**src/rtl/cpu_types_pkg.sv**
```systemverilog
// Shared CPU types: word type, instruction-cache address split, frame layout and FSM states.
package cpu_types_pkg;

    localparam int unsigned WORD_W = 32;
    localparam int unsigned ITAG_W = 26;
    localparam int unsigned IIDX_W = 4;
    localparam int unsigned IBYT_W = 2;
    localparam int unsigned ISETS  = 1 << IIDX_W;

    typedef logic [WORD_W-1:0] word_t;

    // Byte address as seen by the instruction cache.
    typedef struct packed {
        logic [ITAG_W-1:0] tag;
        logic [IIDX_W-1:0] idx;
        logic [IBYT_W-1:0] bytoff;
    } icachef_t;

    // Tag and data part of a frame; valid bits are kept separately so they alone are reset.
    typedef struct packed {
        logic [ITAG_W-1:0] tag;
        word_t             data;
    } icache_frame_t;

    typedef enum logic {
        IDLE = 1'b0,
        MISS = 1'b1
    } icache_state_t;

endpackage

```
**src/rtl/caches_if.sv**
```systemverilog
// Cache interface: datapath side (icache modport) and memory-controller side (cif modport).
interface caches_if;
    import cpu_types_pkg::*;

    logic  imemREN;
    word_t imemaddr;
    logic  ihit;
    word_t imemload;

    logic  iREN;
    word_t iaddr;
    logic  iwait;
    word_t iload;

    modport icache (
        input  imemREN, imemaddr,
        output ihit, imemload
    );

    modport cif (
        output iREN, iaddr,
        input  iwait, iload
    );

endinterface

```
**src/rtl/icache.sv**
```systemverilog
// Direct-mapped 16-frame instruction cache, one word per block; fills are always served
// from the frame array on the cycle after the fill edge.
module icache
    import cpu_types_pkg::*;
(
    input  logic      CLK,
    input  logic      nRST,
    caches_if.icache  dcif,
    caches_if.cif     cif
);

    icache_state_t          state, next_state;
    logic [ISETS-1:0]       valid_q;
    icache_frame_t          frames [ISETS];

    icachef_t               faddr;
    logic                   hit;
    logic                   fill;
    logic                   ren_c;
    word_t                  raddr_c;
    logic                   unused_bytoff;

    assign faddr         = icachef_t'(dcif.imemaddr);
    assign unused_bytoff = ^faddr.bytoff;

    // Zero-latency lookup, independent of FSM state.
    assign hit           = dcif.imemREN & valid_q[faddr.idx] & (frames[faddr.idx].tag == faddr.tag);
    assign dcif.ihit     = hit;
    assign dcif.imemload = hit ? frames[faddr.idx].data : '0;

    assign cif.iREN      = ren_c;
    assign cif.iaddr     = raddr_c;

    always_ff @(posedge CLK or negedge nRST) begin
        if (!nRST) begin
            state <= IDLE;
        end else begin
            state <= next_state;
        end
    end

    always_comb begin
        next_state = state;
        ren_c      = 1'b0;
        raddr_c    = '0;
        fill       = 1'b0;
        unique case (state)
            IDLE: begin
                if (dcif.imemREN && !hit) begin
                    next_state = MISS;
                end
            end
            MISS: begin
                // The request stays up even if the datapath drops imemREN; address tracks imemaddr.
                ren_c   = 1'b1;
                raddr_c = dcif.imemaddr;
                if (!cif.iwait) begin
                    fill       = 1'b1;
                    next_state = IDLE;
                end
            end
            default: next_state = IDLE;
        endcase
    end

    always_ff @(posedge CLK or negedge nRST) begin
        if (!nRST) begin
            valid_q <= '0;
        end else if (fill) begin
            valid_q[faddr.idx] <= 1'b1;
        end
    end

    always_ff @(posedge CLK) begin
        if (fill) begin
            frames[faddr.idx] <= '{tag: faddr.tag, data: cif.iload};
        end
    end

endmodule

```
**src/flat_wrapper.sv**
```systemverilog
// flat-port wrapper written by rule: the top's interface ports become plain ports
module icache_flat import cpu_types_pkg::*;
  (CLK, nRST, dcif_imemREN, dcif_imemaddr, dcif_ihit, dcif_imemload, cif_iREN, cif_iaddr, cif_iwait, cif_iload);
  caches_if dcif_i ();
  caches_if cif_i ();
  input  logic CLK;
  input  logic nRST;
  input wire logic [$bits(dcif_i.imemREN)-1:0] dcif_imemREN;
  input wire logic [$bits(dcif_i.imemaddr)-1:0] dcif_imemaddr;
  output wire logic [$bits(dcif_i.ihit)-1:0] dcif_ihit;
  output wire logic [$bits(dcif_i.imemload)-1:0] dcif_imemload;
  output wire logic [$bits(cif_i.iREN)-1:0] cif_iREN;
  output wire logic [$bits(cif_i.iaddr)-1:0] cif_iaddr;
  input wire logic [$bits(cif_i.iwait)-1:0] cif_iwait;
  input wire logic [$bits(cif_i.iload)-1:0] cif_iload;
  assign dcif_i.imemREN = dcif_imemREN;
  assign dcif_i.imemaddr = dcif_imemaddr;
  assign dcif_ihit = dcif_i.ihit;
  assign dcif_imemload = dcif_i.imemload;
  assign cif_iREN = cif_i.iREN;
  assign cif_iaddr = cif_i.iaddr;
  assign cif_i.iwait = cif_iwait;
  assign cif_i.iload = cif_iload;
  icache u_core (.CLK(CLK), .nRST(nRST), .dcif(dcif_i), .cif(cif_i));
endmodule
```
**config.mk**
```make
export PLATFORM = sky130hd
export DESIGN_NAME = icache_flat
export DESIGN_NICKNAME = d
export VERILOG_FILES = /design/src/rtl/cpu_types_pkg.sv /design/src/rtl/caches_if.sv /design/src/rtl/icache.sv /design/src/flat_wrapper.sv
export SDC_FILE = /design/constraint.sdc
export NUM_CORES = 1
export LEC_CHECK = 0
export BUFFER_PORTS_ARGS = -buffer_cell sky130_fd_sc_hd__buf_2
export CORE_MARGIN = 2
export CORE_UTILIZATION = 40
export DETAILED_ROUTE_END_ITERATION = 10
export HOLD_SLACK_MARGIN = 0.12
export PLACE_DENSITY = 0.56
export SLEW_MARGIN = 10
export SYNTH_ARGS = -nofsm -noshare
export SYNTH_HDL_FRONTEND = slang
export SYNTH_SLANG_ARGS = --single-unit
```
**constraint.sdc**
```tcl
create_clock -name CLK -period 7.7 [get_ports CLK]
set_input_delay 1.54 -clock CLK [delete_from_list [all_inputs] [get_ports CLK]]
set_output_delay 1.54 -clock CLK [all_outputs]
set_load 0.01 [all_outputs]
```
### After elaboration in Yosys (flattened, before gate mapping)

Memory sizes are Yosys's and may differ from the RTL's.
Cells that the tools add are included.

* register bits: 17
* bits in writable memories: 928
* bits of input ports: 68
* output and inout bits: 66
* logic and storage cells: 27
* memories: 1

Memories
* u_core.frames: depth 16, width 58, read ports 1, clocked after Yosys merged registers in 0, wr ports 1, RTL line icache.sv:14 `icache_frame_t frames [ISETS];`

* $lt $le $gt $ge: 2
* eq/ne operators: 1
* mux-type cells: 14
* bitwise logic cells: 4
* reductions and logical operators: 3

Operators with widths (number)
* 32-bit 2-to-1 mux: 2
* 26-bit == test: 1
* 16-bit bitwise OR: 1
* 1-bit 2-to-1 mux: 9
* 4-bit by 5-bit less-than comparator with 1-bit output (second input constant): 1
* 1-bit binary-select mux with 4-bit select: 1
* 1-bit demux with 4-bit select: 1
* 4-bit by 1-bit greater-or-equal comparator with 1-bit output (second input constant): 1
* 1-bit AND: 2
* 1-bit logical AND: 2
* 1-bit one-hot mux with 2 select lines: 1
* 1-bit zero test: 1
* 1-bit inverter: 1

### Logic depth before layout (Yosys ltp)

Gate-level depths: netlist of run 1.

* depth after elaboration: 8
* mapped depth: 14
* depth with buffers taken out: 8

### Least setup slack after synthesis of run 1

No wires, ideal clock.

* path kind: in2reg
* from: input dcif_imemaddr[2]
* to: register u_core.valid_q[3]
* setup time: 89 ps
* arrival time: 7677 ps
* required time: 7611 ps
* setup slack: -67 ps
* stages on the path: 10
* path buffers: 7
* path through: buf_6 -> buf_6 -> buf_4 -> buf_2 -> buf_2 -> clkbuf_1 -> buf_2 -> nand3_1 -> nor3_1 -> or2_2

* cells in the longest elaborated chain, start to end: 5
* elaborated cells between the ends (all ways): 6
* classes of those cells: order compare (2); mux (2); bitwise (1); reduce/logical (1)

RTL lines
* start: declaration: RTL line flat_wrapper.sv:9 `input wire logic [$bits(dcif_i.imemaddr)-1:0] dcif_imemaddr;`
* 4-bit by 5-bit less-than comparator with 1-bit output (not written as such) or 4-bit by 1-bit greater-or-equal comparator with 1-bit output (tied branches): RTL line icache.sv:70 `valid_q[faddr.idx] <= 1'b1;`
* 1-bit logical AND (not written as such): RTL line icache.sv:70
* 1-bit 2-to-1 mux (not written as such): RTL line icache.sv:70
* 1-bit demux with 4-bit select (*)
* 16-bit bitwise OR (no source line) (*)
* end signal: assignment: RTL line icache.sv:68 `valid_q <= '0;`
* end signal: indexed assignment: RTL line icache.sv:70
* end: declaration: RTL line icache.sv:13 `logic [ISETS-1:0] valid_q;`

Every way passes the cells marked *; elsewhere a longest branch is shown, timed or not.
A chain may end at the register's enable or synchronous reset.

### Worst setup path in the final report of run 1

* from: input dcif_imemaddr[5]
* to: output dcif_imemload[21]

* cells in the longest elaborated chain, start to end: 5
* elaborated cells between the ends (all ways): 7
* classes of those cells: eq/ne (1); mux (3); bitwise (2); memory (1)

RTL lines
* parallel branches: the longest is 4 deep, another holds memory 16 x 58 bit
* 32-bit 2-to-1 mux (*): RTL line icache.sv:29 `assign dcif.imemload = hit ? frames[faddr.idx].data : '0;`
* end: declaration: RTL line flat_wrapper.sv:11 `output wire logic [$bits(dcif_i.imemload)-1:0] dcif_imemload;`

Every way passes the cells marked *. The select of a mux whose other input is x is not followed.

==> reports/qor.txt, run 1 <==
STATUS
--------------------------------------------------------------------------------------------------------
Outcome                                                                                     finished, final reports clean

GLOBAL ROUTE
--------------------------------------------------------------------------------------------------------
Total track usage                                                                                  0.185
First-pass GRT wire length                                                                     126000 µm
Via count of the first global-routing pass                                                         18.0k
Overall overflow remaining after global route                                                          0
Number of antenna violations at the first check in global routing                                     13
Maximum number of pins on one net before global-route repair                                          73

ROUTE
--------------------------------------------------------------------------------------------------------
DR vias                                                                                            17.4k
Number of optimization iterations in the first detailed-route pass                                     5
Detailed-routed wire length on met2                                                             42100 µm
# DRC                                                                                                  0
Routed met1 length                                                                              37300 µm
Count of nets left with antenna violations after detail routing                                        0
Routed WL per cell                                                                               28.0 µm
Average vias per placed instance                                                                    5.62
Total Wirelength                                                                                86500 µm
Iter 0 DRT Violations                                                                               1745
Top routing layer in use                                                                            met5
Met3 Wirelength                                                                                  5480 µm

SYNTH
--------------------------------------------------------------------------------------------------------
Most used flip-flop cell after synthesis                                                    sky130_fd_sc_hd__edfxtp_1
Fraction of synthesis flops using an asynchronous set or reset pin                                0.0180
Summed instance area of the synthesized netlist                                                36900 µm²
Count of flip-flops with a built-in enable after synthesis                                           928
Number of synthesized register bits                                                                  945
Number of distinct library cell variants in the gate-level netlist after synthesis                    61
Sequential area share after synthesis                                                              0.767
Synth Instances                                                                                     1614
Count of warnings emitted by yosys                                                                     0
Synthesized netlist net count                                                                       1682
Average footprint of a synthesized cell                                                         22.9 µm²

CLOCK TREE
--------------------------------------------------------------------------------------------------------
CTS tree                                                                                           built
Post-CTS Setup Bufs                                                                                    0
Hold-fix buffer count after cts                                                                        0
Clock buffer count from CTS                                                                           98
Number of sinks on the clock net                                                                     945
Post-CTS clock slew at the launch and capture registers of the worst setup and hold paths        0.06 ns
Clock root buffer master                                                                    sky130_fd_sc_hd__clkbuf_16
Clock Latency Late Sink                                                                          0.67 ns
Post-cts gate resize count                                                                             0
Maximum level of the CTS H-tree                                                                        3
Maximum buffer depth of the clock tree                                                                 3

WORST SETUP PATH
--------------------------------------------------------------------------------------------------------
Crit Path Category                                                                                in2out
Biggest cell delay along the critical path                                                       1.00 ns
Signal arrival time at the worst endpoint                                                        5.88 ns
Critical-path maximum fanout                                                                          72
Crit. End Element                                                                            output port
Ordered list of cells on the worst path                                                     buf_6 -> mux4_2 -> mux2i_1 -> xnor2_1 -> a2111oi_0 -> nand3_1 -> or4_2 -> buf_4 -> nor2b_1 -> buf_2
Required time at the worst-slack endpoint                                                        6.16 ns
CP startpoint kind                                                                             input pin
Worst path slowest cell                                                                     sky130_fd_sc_hd__a2111oi_0

FINISH
--------------------------------------------------------------------------------------------------------
Commonest cells after routing, fill and taps aside                                          sky130_fd_sc_hd__edfxtp_1 (928), sky130_fd_sc_hd__mux4_2 (247), sky130_fd_sc_hd__buf_2 (129)
Leading cell type in the layout, fill and taps excluded                                     sky130_fd_sc_hd__edfxtp_1
Layout-stage area growth over the synthesis result                                                 14.8%
Utilization after layout                                                                           0.463
Nets                                                                                                1889
Fraction of final layout cells sized beyond drive strength 1                                       0.332

FLOW RUN
--------------------------------------------------------------------------------------------------------
Number of maximum-capacitance violations                                                               0

STA
--------------------------------------------------------------------------------------------------------
Tightest Pin Transition                                                                          1.09 ns
Worst slew margin                                                                                  0.254
Worst setup skew after layout                                                                  0.0218 ns
Post-route setup TNS                                                                                0 ns
Max Clk Rate                                                                                   0.135 GHz
Crit share post-route                                                                              0.964
Max Transition Viols Final                                                                             0
Final Hold Violating Endpoints                                                                         0
Setup repair after global routing missed its margin                                                false
Final critical delay including setup and external delays                                         7.42 ns
Final-report setup violation count                                                                     0

PLACEMENT
--------------------------------------------------------------------------------------------------------
Final weighted congestion of routability-driven global placement                                   0.794
Total half-perimeter wirelength after legalization and detailed placement                       46400 µm
# port buffers                                                                                       133

FLOORPLAN
--------------------------------------------------------------------------------------------------------
Initial core utilization                                                                           0.403
IO Pins                                                                                              134
Core Box Area                                                                                  91500 µm²
Number of standard-cell rows in the floorplan                                                        111
DIE HEIGHT                                                                                        308 µm
DIE AREA                                                                                       94700 µm²
Overall die width                                                                                 308 µm

POWER AND IR DROP
--------------------------------------------------------------------------------------------------------
Leakage power                                                                                    13.6 nW
Power density over cell area                                                                  260 nW/µm²
Max VDD drop                                                                                    0.175 mV

MIN PATH
--------------------------------------------------------------------------------------------------------
Classification of the worst-slack hold path                                                      reg2reg

## report_power, final
group / internal [mW] / switching [mW] / leakage (nW)
clock: 2.70 / 1.95 / 1.54
combinational: 0.256 / 0.352 / 3.55
sequential: 5.72 / 0.0192 / 8.56
## synth_stat cells, types with 11 or more instances
library cell	number	area share
sky130_fd_sc_hd__buf_2	28	0.0038
sky130_fd_sc_hd__xor2_1	11	0.0026
sky130_fd_sc_hd__nor2b_1	41	0.0069
sky130_fd_sc_hd__nor3_1	11	0.0015
sky130_fd_sc_hd__edfxtp_1	928	0.75
sky130_fd_sc_hd__nand2_1	15	0.0015
sky130_fd_sc_hd__nor2_1	18	0.0018
sky130_fd_sc_hd__and2_1	34	0.0058
sky130_fd_sc_hd__mux2_2	14	0.0043
sky130_fd_sc_hd__dfrtp_1	17	0.012
sky130_fd_sc_hd__xnor2_1	16	0.0038
sky130_fd_sc_hd__buf_6	11	0.0034
sky130_fd_sc_hd__mux2i_1	63	0.017
sky130_fd_sc_hd__clkbuf_1	26	0.0026
sky130_fd_sc_hd__or2_2	17	0.0029
sky130_fd_sc_hd__mux4_2	247	0.15
## final cells by class
| type | count | area [µm²] |
|---|---|---|
| antenna | 2 | 5.00 |
| fill | 7545 | 49200 |
| inverter | 8 | 30.0 |
| timing repair buffer | 189 | 1150 |
| multi-input combinational | 579 | 8230 |
| sequential | 945 | 28300 |
| clock inverter | 45 | 427 |
| clock buffer | 134 | 2740 |
| tap | 1186 | 1480 |
## worst max-delay path, delay by kind of cell
family | cells | cell delay (ns)
simple gates | 3 | 1.15
buf+inv | 3 | 1.08
compound gates | 1 | 1.00
xor+xnor | 1 | 0.22
mux | 2 | 0.80
## final timing paths
kind	startpoint	end	slack (ns)	depth (start not counted)
min in group asynchronous	nRST	u_core.state	0.86	1
max in group asynchronous	nRST	u_core.valid_q[6]	6.45	1
worst max-delay path	dcif_imemaddr[5]	dcif_imemload[21]	0.28	10
worst min register to register	u_core.valid_q[4]	u_core.valid_q[4]	0.46	1
worst max register to register	u_core.frames[11][55]	u_core.state	3.61	8
worst min-delay path	u_core.valid_q[4]	u_core.valid_q[4]	0.46	1
## per-layer routing
metal	vias up	global-route usage
met2	562	0.298
met3	145	0.0379
met1	9390	0.261
met5	-	0
li1	7239	-
met4	14	0.0429
## stage by stage
| step | setup WS, ns | power (mW) | instances | hold WS, ns | area (µm²) |
|---|---|---|---|---|---|
| 3_3_place_gp | 0.156 | 6.45 | 2907 | 0.446 | 39200 |
| 6_report | 0.280 | 11.0 | 3088 | 0.463 | 42400 |
| 3_5_place_dp | 0.104 | 6.47 | 2907 | 0.451 | 39200 |
| 2_1_floorplan | 0.246 | 6.21 | 1614 | 0.434 | 36900 |
| 5_1_grt | 0.0530 | 11.4 | 3086 | 0.479 | 42400 |
| 4_1_cts | 0.0829 | 11.1 | 3086 | 0.465 | 42400 |
## registers in the layout (all words and copies together) (netlist names)
name,flops
u_core.frames,928
u_core.valid_q,16
u_core.state,1
## logic make-up (layout without fill, tap and decap cells)
| logic type | count (synthesis) | in the layout | synth area share |
|---|---|---|---|
| flops | 945 | 945 | 0.767 |
| mux | 328 | 328 | 0.175 |
| simple gates | 163 | 163 | 0.0253 |
| buf+inv | 90 | 376 | 0.0137 |
| compound gates | 61 | 61 | 0.0132 |
| xor+xnor | 27 | 27 | 0.00641 |
| other cells | 0 | 2 | 0 |
Power figures use the tool's default switching activity.
==> inputs of run 2 (changes only) <==
GPL_TIMING_DRIVEN = 0   (was default)
HOLD_SLACK_MARGIN = 0.05   (was 0.12)
==> reports/qor.txt, run 2 (synthesized netlist as in run 1, its figures left out) <==
STATUS
--------------------------------------------------------------------------------------------------------
Outcome                                                                                     finished, final reports clean

STA
--------------------------------------------------------------------------------------------------------
Setup repair after global routing missed its margin                                                false
Post-route setup TNS                                                                                0 ns   unchanged
Crit share post-route                                                                              0.965   +0.00126
Max Transition Viols Final                                                                             0   unchanged
Final Hold Violating Endpoints                                                                         0   unchanged
Final-report setup violation count                                                                     0   unchanged
Post-route worst setup slack                                                                    0.270 ns   -0.00972 ns
Worst slew margin                                                                                  0.244   -0.00959
Tightest Pin Transition                                                                          1.13 ns   +0.0426 ns
Max Clk Rate                                                                                   0.135 GHz   -0.13%
Final critical delay including setup and external delays                                         7.43 ns   +0.00972 ns
Worst setup skew after layout                                                                 0.00969 ns   -0.0121 ns
WHS                                                                                             0.467 ns   +0.00486 ns

MIN PATH
--------------------------------------------------------------------------------------------------------
Hold wc startpoint                                                                          u_core.valid_q[7]
Classification of the worst-slack hold path                                                      reg2reg

FINISH
--------------------------------------------------------------------------------------------------------
Biggest regs                                                                                u_core.frames (928), u_core.valid_q (16), u_core.state (1)
Layout-stage area growth over the synthesis result                                                 17.7%
Largest register by flop count                                                              u_core.frames
Antenna diode count                                                                                    0   -2
Largest register FFs                                                                                 928   unchanged
Nets                                                                                                1984   +5.0%
Final cell count without fillers                                                                    3173   +2.8%
Leading cell type in the layout, fill and taps excluded                                     sky130_fd_sc_hd__edfxtp_1
Commonest cells after routing, fill and taps aside                                          sky130_fd_sc_hd__edfxtp_1 (928), sky130_fd_sc_hd__mux4_2 (247), sky130_fd_sc_hd__buf_2 (159)
Fraction of final layout cells sized beyond drive strength 1                                       0.343   +0.0111

GLOBAL ROUTE
--------------------------------------------------------------------------------------------------------
First-pass GRT wire length                                                                     133000 µm   +5.6%
Overall overflow remaining after global route                                                          0   unchanged
Total track usage                                                                                  0.200   +0.0146
Via count of the first global-routing pass                                                         18.5k   +2.9%
Number of antenna violations at the first check in global routing                                     11   -2
Maximum number of pins on one net before global-route repair                                          25   -66%

ROUTE
--------------------------------------------------------------------------------------------------------
Iter 0 DRT Violations                                                                               2035   +17%
Total Wirelength                                                                                93600 µm   +8.2%
DR vias                                                                                            17.9k   +3.3%
Routed WL per cell                                                                               29.5 µm   +5.3%
Average vias per placed instance                                                                    5.65   +0.52%
Count of nets left with antenna violations after detail routing                                        0   unchanged
Number of optimization iterations in the first detailed-route pass                                     5   unchanged
# DRC                                                                                                  0   unchanged

WORST SETUP PATH
--------------------------------------------------------------------------------------------------------
Critical-path maximum fanout                                                                          19   -74%
Library cell appearing most often on the critical path                                      sky130_fd_sc_hd__buf_2
CP startpoint kind                                                                             input pin
Biggest cell delay along the critical path                                                       0.60 ns   -0.40 ns
Worst path slowest cell                                                                     sky130_fd_sc_hd__or4_1
Ordered list of cells on the worst path                                                     buf_2 -> buf_4 -> buf_2 -> nor2_1 -> a221oi_1 -> o31a_1 -> o21ai_0 -> or3_1 -> or4_1 -> buf_4 -> buf_6 -> nor2b_1 -> buf_2
Crit. End Element                                                                            output port
Beginning of the critical path                                                              dcif_imemaddr[3]
Crit Path Category                                                                                in2out
Required time at the worst-slack endpoint                                                        6.16 ns   about the same
FF-to-FF Start                                                                              u_core.frames[6][51]
Signal arrival time at the worst endpoint                                                        5.89 ns   about the same

POWER AND IR DROP
--------------------------------------------------------------------------------------------------------
Switching part of the total                                                                        0.211   about the same
Leakage power                                                                                    14.1 nW   +3.4%
Reported net switching power                                                                     2.28 mW   -1.7%
Part of the power in registers                                                                     0.530   +0.008
Max VDD drop                                                                                    0.159 mV   -8.9%
Power density over cell area                                                                  249 nW/µm²   -4.1%
Combinational share of power                                                                       0.060   +0.005
Clock network fraction of design power                                                             0.409   -0.014
Internal cell power                                                                              8.53 mW   -1.6%

CLOCK TREE
--------------------------------------------------------------------------------------------------------
Number of sinks on the clock net                                                                     945   unchanged
Clock buffer count from CTS                                                                           95   -3.1%
Post-CTS clock slew at the launch and capture registers of the worst setup and hold paths        0.05 ns   about the same
CTS tree                                                                                           built
Clock Latency Late Sink                                                                          0.66 ns   about the same
Maximum buffer depth of the clock tree                                                                 3   unchanged
Clock root buffer master                                                                    sky130_fd_sc_hd__clkbuf_16
Hold-fix buffer count after cts                                                                        0   unchanged
Maximum level of the CTS H-tree                                                                        3   unchanged

PLACEMENT
--------------------------------------------------------------------------------------------------------
Final weighted congestion of routability-driven global placement                                   0.860   +8.3%
Placed Cells                                                                                        3007   +3.4%
Worst setup slack before clock tree synthesis                                                  -0.263 ns   -0.367 ns
Total half-perimeter wirelength after legalization and detailed placement                       61200 µm   +32%
# port buffers                                                                                       132   -0.75%

FLOORPLAN
--------------------------------------------------------------------------------------------------------
Initial core utilization                                                                           0.403   unchanged
Overall die width                                                                                 308 µm   unchanged
Core Box Area                                                                                  91500 µm²   unchanged
Number of standard-cell rows in the floorplan                                                        111   unchanged
DIE HEIGHT                                                                                        308 µm   unchanged
IO Pins                                                                                              134   unchanged
DIE AREA                                                                                       94700 µm²   unchanged

FLOW RUN
--------------------------------------------------------------------------------------------------------
Number of maximum-capacitance violations                                                               0   unchanged

run 2: worst max-delay path: cells and delay by family:
| family | cells | cell delay (ns) |
|---|---|---|
| simple gates | 4 | 1.75 |
| buf+inv | 6 | 1.64 |
| compound gates | 3 | 0.91 |
run 2: path summary, 6_finish.rpt:
check,endpoint,slack (ns),cells after the start
min in group asynchronous,u_core.state,0.85,1
max in group asynchronous,u_core.valid_q[4],6.51,1
worst max register to register,u_core.state,4.10,9
worst max-delay path,dcif_imemload[3],0.27,13
worst min register to register,u_core.valid_q[7],0.47,1
worst min-delay path,u_core.valid_q[7],0.47,1
run 2: stage by stage:
step | utilization | total power [mW] | instance area, µm²
final | 0.475 | 10.8 | 43500
after global routing | 0.475 | 11.1 | 43500
after CTS | 0.475 | 10.9 | 43500
after detailed placement | 0.443 | 6.51 | 40500
after global placement | 0.427 | 6.48 | 39100
after floorplan | - | 6.21 | 36900
run 2: area by class of cell:
cell class                 instances  area (µm²)
buffer                            80         470
clock buffer                     120        2520
timing repair buffer             207        2010
inverter                           8        30.0
multi-input combinational        579        8230
fill                            7467       48100
clock inverter                    48         418
tap                             1186        1480
sequential                       945       28300
run 2: timing repair:
item	in CTS	in global routing
gates resized for setup	1	2
endpoints found under the setup margin	20	1
pin swaps	0	0
setup buffers	0	0
run 2: per-layer routing:
layer,GRT usage,up-vias,part of all wire
met3,0.0351,175,0.062
met4,0.0602,14,0.028
met5,0,-,0.00094
met2,0.323,672,0.49
li1,-,7423,-
met1,0.278,9636,0.42
run 2: power groups by stage:
stage	registers, mW	clock network (mW)	logic (mW)
CTS	5.74	4.51	0.665
finish	5.74	4.42	0.654
global route	5.74	4.69	0.701
global placement	5.85	0	0.628
detailed placement	5.84	0	0.663
floorplan	5.84	0	0.371
==> inputs of run 3 (changes only) <==
ABC_AREA = 1   (was default)
PLACE_DENSITY = 0.58   (was 0.56)
clock period = 6.8 ns   (was 7.7 ns; I/O delays follow)
==> reports/qor.txt, run 3 <==
GLOBAL ROUTE
--------------------------------------------------------------------------------------------------------
First-pass GRT wire length                                                                     164000 µm   +23%
Met3 Use GR                                                                                       0.0439   +0.00877
Maximum number of pins on one net before global-route repair                                          22   -12%
Via count of the first global-routing pass                                                         23.6k   +27%
Number of antenna violations at the first check in global routing                                      8   -3
Overall overflow remaining after global route                                                          0   unchanged
Met1 track utilization from global routing                                                         0.325   +0.0473
Total track usage                                                                                  0.239   +0.0394
Global route hottest layer                                                                          met2
M2 GR Usage                                                                                        0.391   +0.0681

FINISH
--------------------------------------------------------------------------------------------------------
Largest register FFs                                                                                 928   unchanged
Nets                                                                                                3322   +67%
Leading cell type in the layout, fill and taps excluded                                     sky130_fd_sc_hd__nand2_1
Layout-stage area growth over the synthesis result                                                 17.5%
Commonest cells after routing, fill and taps aside                                          sky130_fd_sc_hd__nand2_1 (996), sky130_fd_sc_hd__edfxtp_1 (928), sky130_fd_sc_hd__nor2_1 (201)
Fraction of final layout cells sized beyond drive strength 1                                       0.133   -0.210
Antenna diode count                                                                                    0   unchanged
Number of inserted filler cells in the final layout                                                 8373   +12%
Utilization after layout                                                                           0.473   -0.00158
Largest register by flop count                                                              u_core.frames
Biggest regs                                                                                u_core.frames (928), u_core.valid_q (16), u_core.state (1)

CLOCK TREE
--------------------------------------------------------------------------------------------------------
Clock Latency Late Sink                                                                          0.67 ns   about the same
Number of sinks on the clock net                                                                     945   unchanged
Clock root buffer master                                                                    sky130_fd_sc_hd__clkbuf_16
Post-CTS clock slew at the launch and capture registers of the worst setup and hold paths        0.06 ns   about the same
Clock buffer count from CTS                                                                           94   -1.1%
Maximum buffer depth of the clock tree                                                                 3   unchanged
CTS tree                                                                                           built
Maximum level of the CTS H-tree                                                                        3   unchanged
Post-CTS Setup Bufs                                                                                    0   unchanged

POWER AND IR DROP
--------------------------------------------------------------------------------------------------------
Combinational share of power                                                                       0.066   +0.006
Switching part of the total                                                                        0.226   +0.0151
Part of the power in registers                                                                     0.521   -0.009
Max VDD drop                                                                                    0.229 mV   +44%
Power density over cell area                                                                  283 nW/µm²   +14%
Post-layout total power                                                                          12.5 mW   +15%
Clock network fraction of design power                                                             0.413   +0.004
Internal cell power                                                                              9.64 mW   +13%
Leakage power                                                                                    16.1 nW   +14%
Reported net switching power                                                                     2.82 mW   +23%

MIN PATH
--------------------------------------------------------------------------------------------------------
Classification of the worst-slack hold path                                                      reg2reg
Hold Path End                                                                               u_core.valid_q[6]
Hold wc startpoint                                                                          u_core.valid_q[6]
Hold-critical path depth                                                                               1   unchanged

STA
--------------------------------------------------------------------------------------------------------
Setup repair after global routing missed its margin                                                false
Max Clk Rate                                                                                   0.150 GHz
Max Transition Viols Final                                                                             0   unchanged
Final Hold Violating Endpoints                                                                         0   unchanged
Final critical delay including setup and external delays                                         6.69 ns
Post-route setup TNS                                                                                0 ns   unchanged
Worst slew margin                                                                                  0.113   -0.131
Final-report setup violation count                                                                     0   unchanged
Worst setup skew after layout                                                                  0.0274 ns   +0.0177 ns
Tightest Pin Transition                                                                          1.33 ns   +0.197 ns
Crit share post-route                                                                              0.983
Post-route worst setup slack                                                                    0.113 ns   -0.157 ns

ROUTE
--------------------------------------------------------------------------------------------------------
DR vias                                                                                            24.9k   +39%
Iter 0 DRT Violations                                                                               2740   +35%
Count of nets left with antenna violations after detail routing                                        0   unchanged
# DRC                                                                                                  0   unchanged
Average vias per placed instance                                                                    5.44   -3.7%
Number of optimization iterations in the first detailed-route pass                                     6   +1
Total Wirelength                                                                               116000 µm   +23%
Routed WL per cell                                                                               25.2 µm   -15%

PLACEMENT
--------------------------------------------------------------------------------------------------------
Final weighted congestion of routability-driven global placement                                   0.882   +2.6%
# port buffers                                                                                       133   +0.76%
Total half-perimeter wirelength after legalization and detailed placement                       72800 µm   +19%
Worst setup slack before clock tree synthesis                                                 -0.0138 ns   +0.249 ns

FLOORPLAN
--------------------------------------------------------------------------------------------------------
DIE HEIGHT                                                                                        310 µm   +0.73%
Number of standard-cell rows in the floorplan                                                        112   +0.90%
Overall die width                                                                                 310 µm   +0.73%
Initial core utilization                                                                           0.403   -0.000721
DIE AREA                                                                                       96100 µm²   +1.5%
Core Box Area                                                                                  93000 µm²   +1.7%
IO Pins                                                                                              134   unchanged

STATUS
--------------------------------------------------------------------------------------------------------
Outcome                                                                                     finished, final reports clean

WORST SETUP PATH
--------------------------------------------------------------------------------------------------------
Setup slack, reg-to-reg                                                                          3.42 ns   -0.68 ns
Critical-path maximum fanout                                                                          10   -9
Crit. End Element                                                                            output port
Crit Path Category                                                                                in2out
Cell class contributing the biggest share of worst-path delay                               simple AND/OR/NAND/NOR gates
Biggest cell delay along the critical path                                                       0.67 ns   +0.07 ns
Worst r2r path cells                                                                                   8   -1
FF-to-FF Start                                                                              u_core.state
CP startpoint kind                                                                             input pin
Reg-to-reg critical path endpoint                                                           u_core.frames[15][38]
Ordered list of cells on the worst path                                                     buf_2 -> nand2_1 -> inv_1 -> clkbuf_1 -> nand2_1 -> nand2_1 -> o21ai_0 -> nand2_1 -> nand2_1 -> nor2_1 -> nand3_1 -> buf_2 -> nor3_2 -> buf_2
Signal arrival time at the worst endpoint                                                        5.33 ns   -0.56 ns
Required time at the worst-slack endpoint                                                        5.44 ns   -0.72 ns
Buffering stage count on the worst path with inverters included                                        5   -1
Worst path slowest cell                                                                     sky130_fd_sc_hd__clkbuf_1
Library cell appearing most often on the critical path                                      sky130_fd_sc_hd__nand2_1

SYNTH
--------------------------------------------------------------------------------------------------------
Count of flip-flops with a built-in enable after synthesis                                           928   unchanged
Most used flip-flop cell after synthesis                                                    sky130_fd_sc_hd__edfxtp_1
Number of synthesized register bits                                                                  945   unchanged
Leading cell type by number of instances after synthesis                                    sky130_fd_sc_hd__nand2_1
Count of warnings emitted by yosys                                                                     0   unchanged
Sequential area share after synthesis                                                              0.755   -0.0112
List of most frequent post-synthesis cells                                                  sky130_fd_sc_hd__nand2_1 (996), sky130_fd_sc_hd__edfxtp_1 (928), sky130_fd_sc_hd__nor2_1 (217), sky130_fd_sc_hd__nor3_1 (171), sky130_fd_sc_hd__o22ai_1 (128)
Synth Instances                                                                                     2973   +84%
Number of distinct library cell variants in the gate-level netlist after synthesis                    28   -54%
Synthesized netlist net count                                                                       3041   +81%
Main area contributors after synthesis                                                      sky130_fd_sc_hd__edfxtp_1 (74%), sky130_fd_sc_hd__nand2_1 (10%), sky130_fd_sc_hd__nor3_1 (2.3%)
Fraction of synthesis flops using an asynchronous set or reset pin                                0.0180   unchanged
Average footprint of a synthesized cell                                                         12.6 µm²   -45%
Post-synth top area share                                                                          0.744   -0.0110
Cell type contributing the most total cell area after synthesis                             sky130_fd_sc_hd__edfxtp_1
Summed instance area of the synthesized netlist                                                37500 µm²   +1.5%

FLOW RUN
--------------------------------------------------------------------------------------------------------
Number of maximum-capacitance violations                                                               0   unchanged

## run 3: cell count changes in the layout (fill, tap and decap cells not counted), sizes merged, moves of 31 or more
cell     delta
and2       -34
nor3      +189
nand3      +41
nor2b      -41
o2111ai    +31
o22ai     +119
mux4      -251
clkbuf     +57
mux2i      -63
nor2      +201
inv        +55
o31ai      +95
nand2     +982
## run 3: cells by family after synthesis
kind of cell	Yosys count	share of synthesized area
compound gates	318	0.0574
buf+inv	228	0.0251
flops	945	0.755
simple gates	1482	0.162
## run 3: repair_timing
action | in CTS | in global routing
gates resized for setup | 1 | 1
hold buffers | 0 | 0
setup endpoints to repair | 2 | 2
## run 3: power by group through the flow
stage	clock, mW	combinational (mW)	sequential (mW)
after floorplan	0	0.411	6.61
after global placement	0	0.787	6.62
after detailed placement	0	0.821	6.61
after CTS	5.20	0.824	6.48
after global routing	5.42	0.896	6.49
final	5.14	0.827	6.48
## run 3: layout make-up
| class | count | area (µm²) | share of cell area |
|---|---|---|---|
| multi-input combinational | 1800 | 8350 | 0.190 |
| sequential | 945 | 28300 | 0.643 |
| inverter | 64 | 241 | 0.00548 |
| tap | 1254 | 1570 | 0.0356 |
| clock buffer | 114 | 2470 | 0.0561 |
| clock inverter | 58 | 549 | 0.0125 |
| timing repair buffer | 185 | 1860 | 0.0422 |
| buffer | 164 | 702 | 0.0159 |
## run 3: worst max path at each step
stage                     start              endpoint  slack (ns)  depth (start not counted)
6_report       dcif_imemaddr[5]      dcif_imemload[6]        0.11                         14
3_5_place_dp   dcif_imemaddr[4]      dcif_imemload[5]       -0.01                         16
5_1_grt        dcif_imemaddr[5]      dcif_imemload[5]       0.004                         14
3_3_place_gp   dcif_imemaddr[4]  u_core.frames[3][15]       -3.47                          6
4_1_cts        dcif_imemaddr[4]      dcif_imemload[5]        0.17                         16
2_1_floorplan  dcif_imemaddr[4]   u_core.frames[3][0]        1.66                          5
## run 3: layer usage
metal	wire [µm]	share of wire
met1	47200	0.41
met2	54700	0.47
met4	3420	0.030
met3	10200	0.088
met5	72	0.00062
## run 3: metrics by stage
stage | area (µm²) | cells | hold WS (ns)
2_1_floorplan | 37500 | 2973 | 0.424
3_3_place_gp | 39700 | 4360 | 0.434
3_5_place_dp | 41000 | 4412 | 0.455
4_1_cts | 44000 | 4584 | 0.469
5_1_grt | 44000 | 4584 | 0.477
6_report | 44000 | 4584 | 0.467
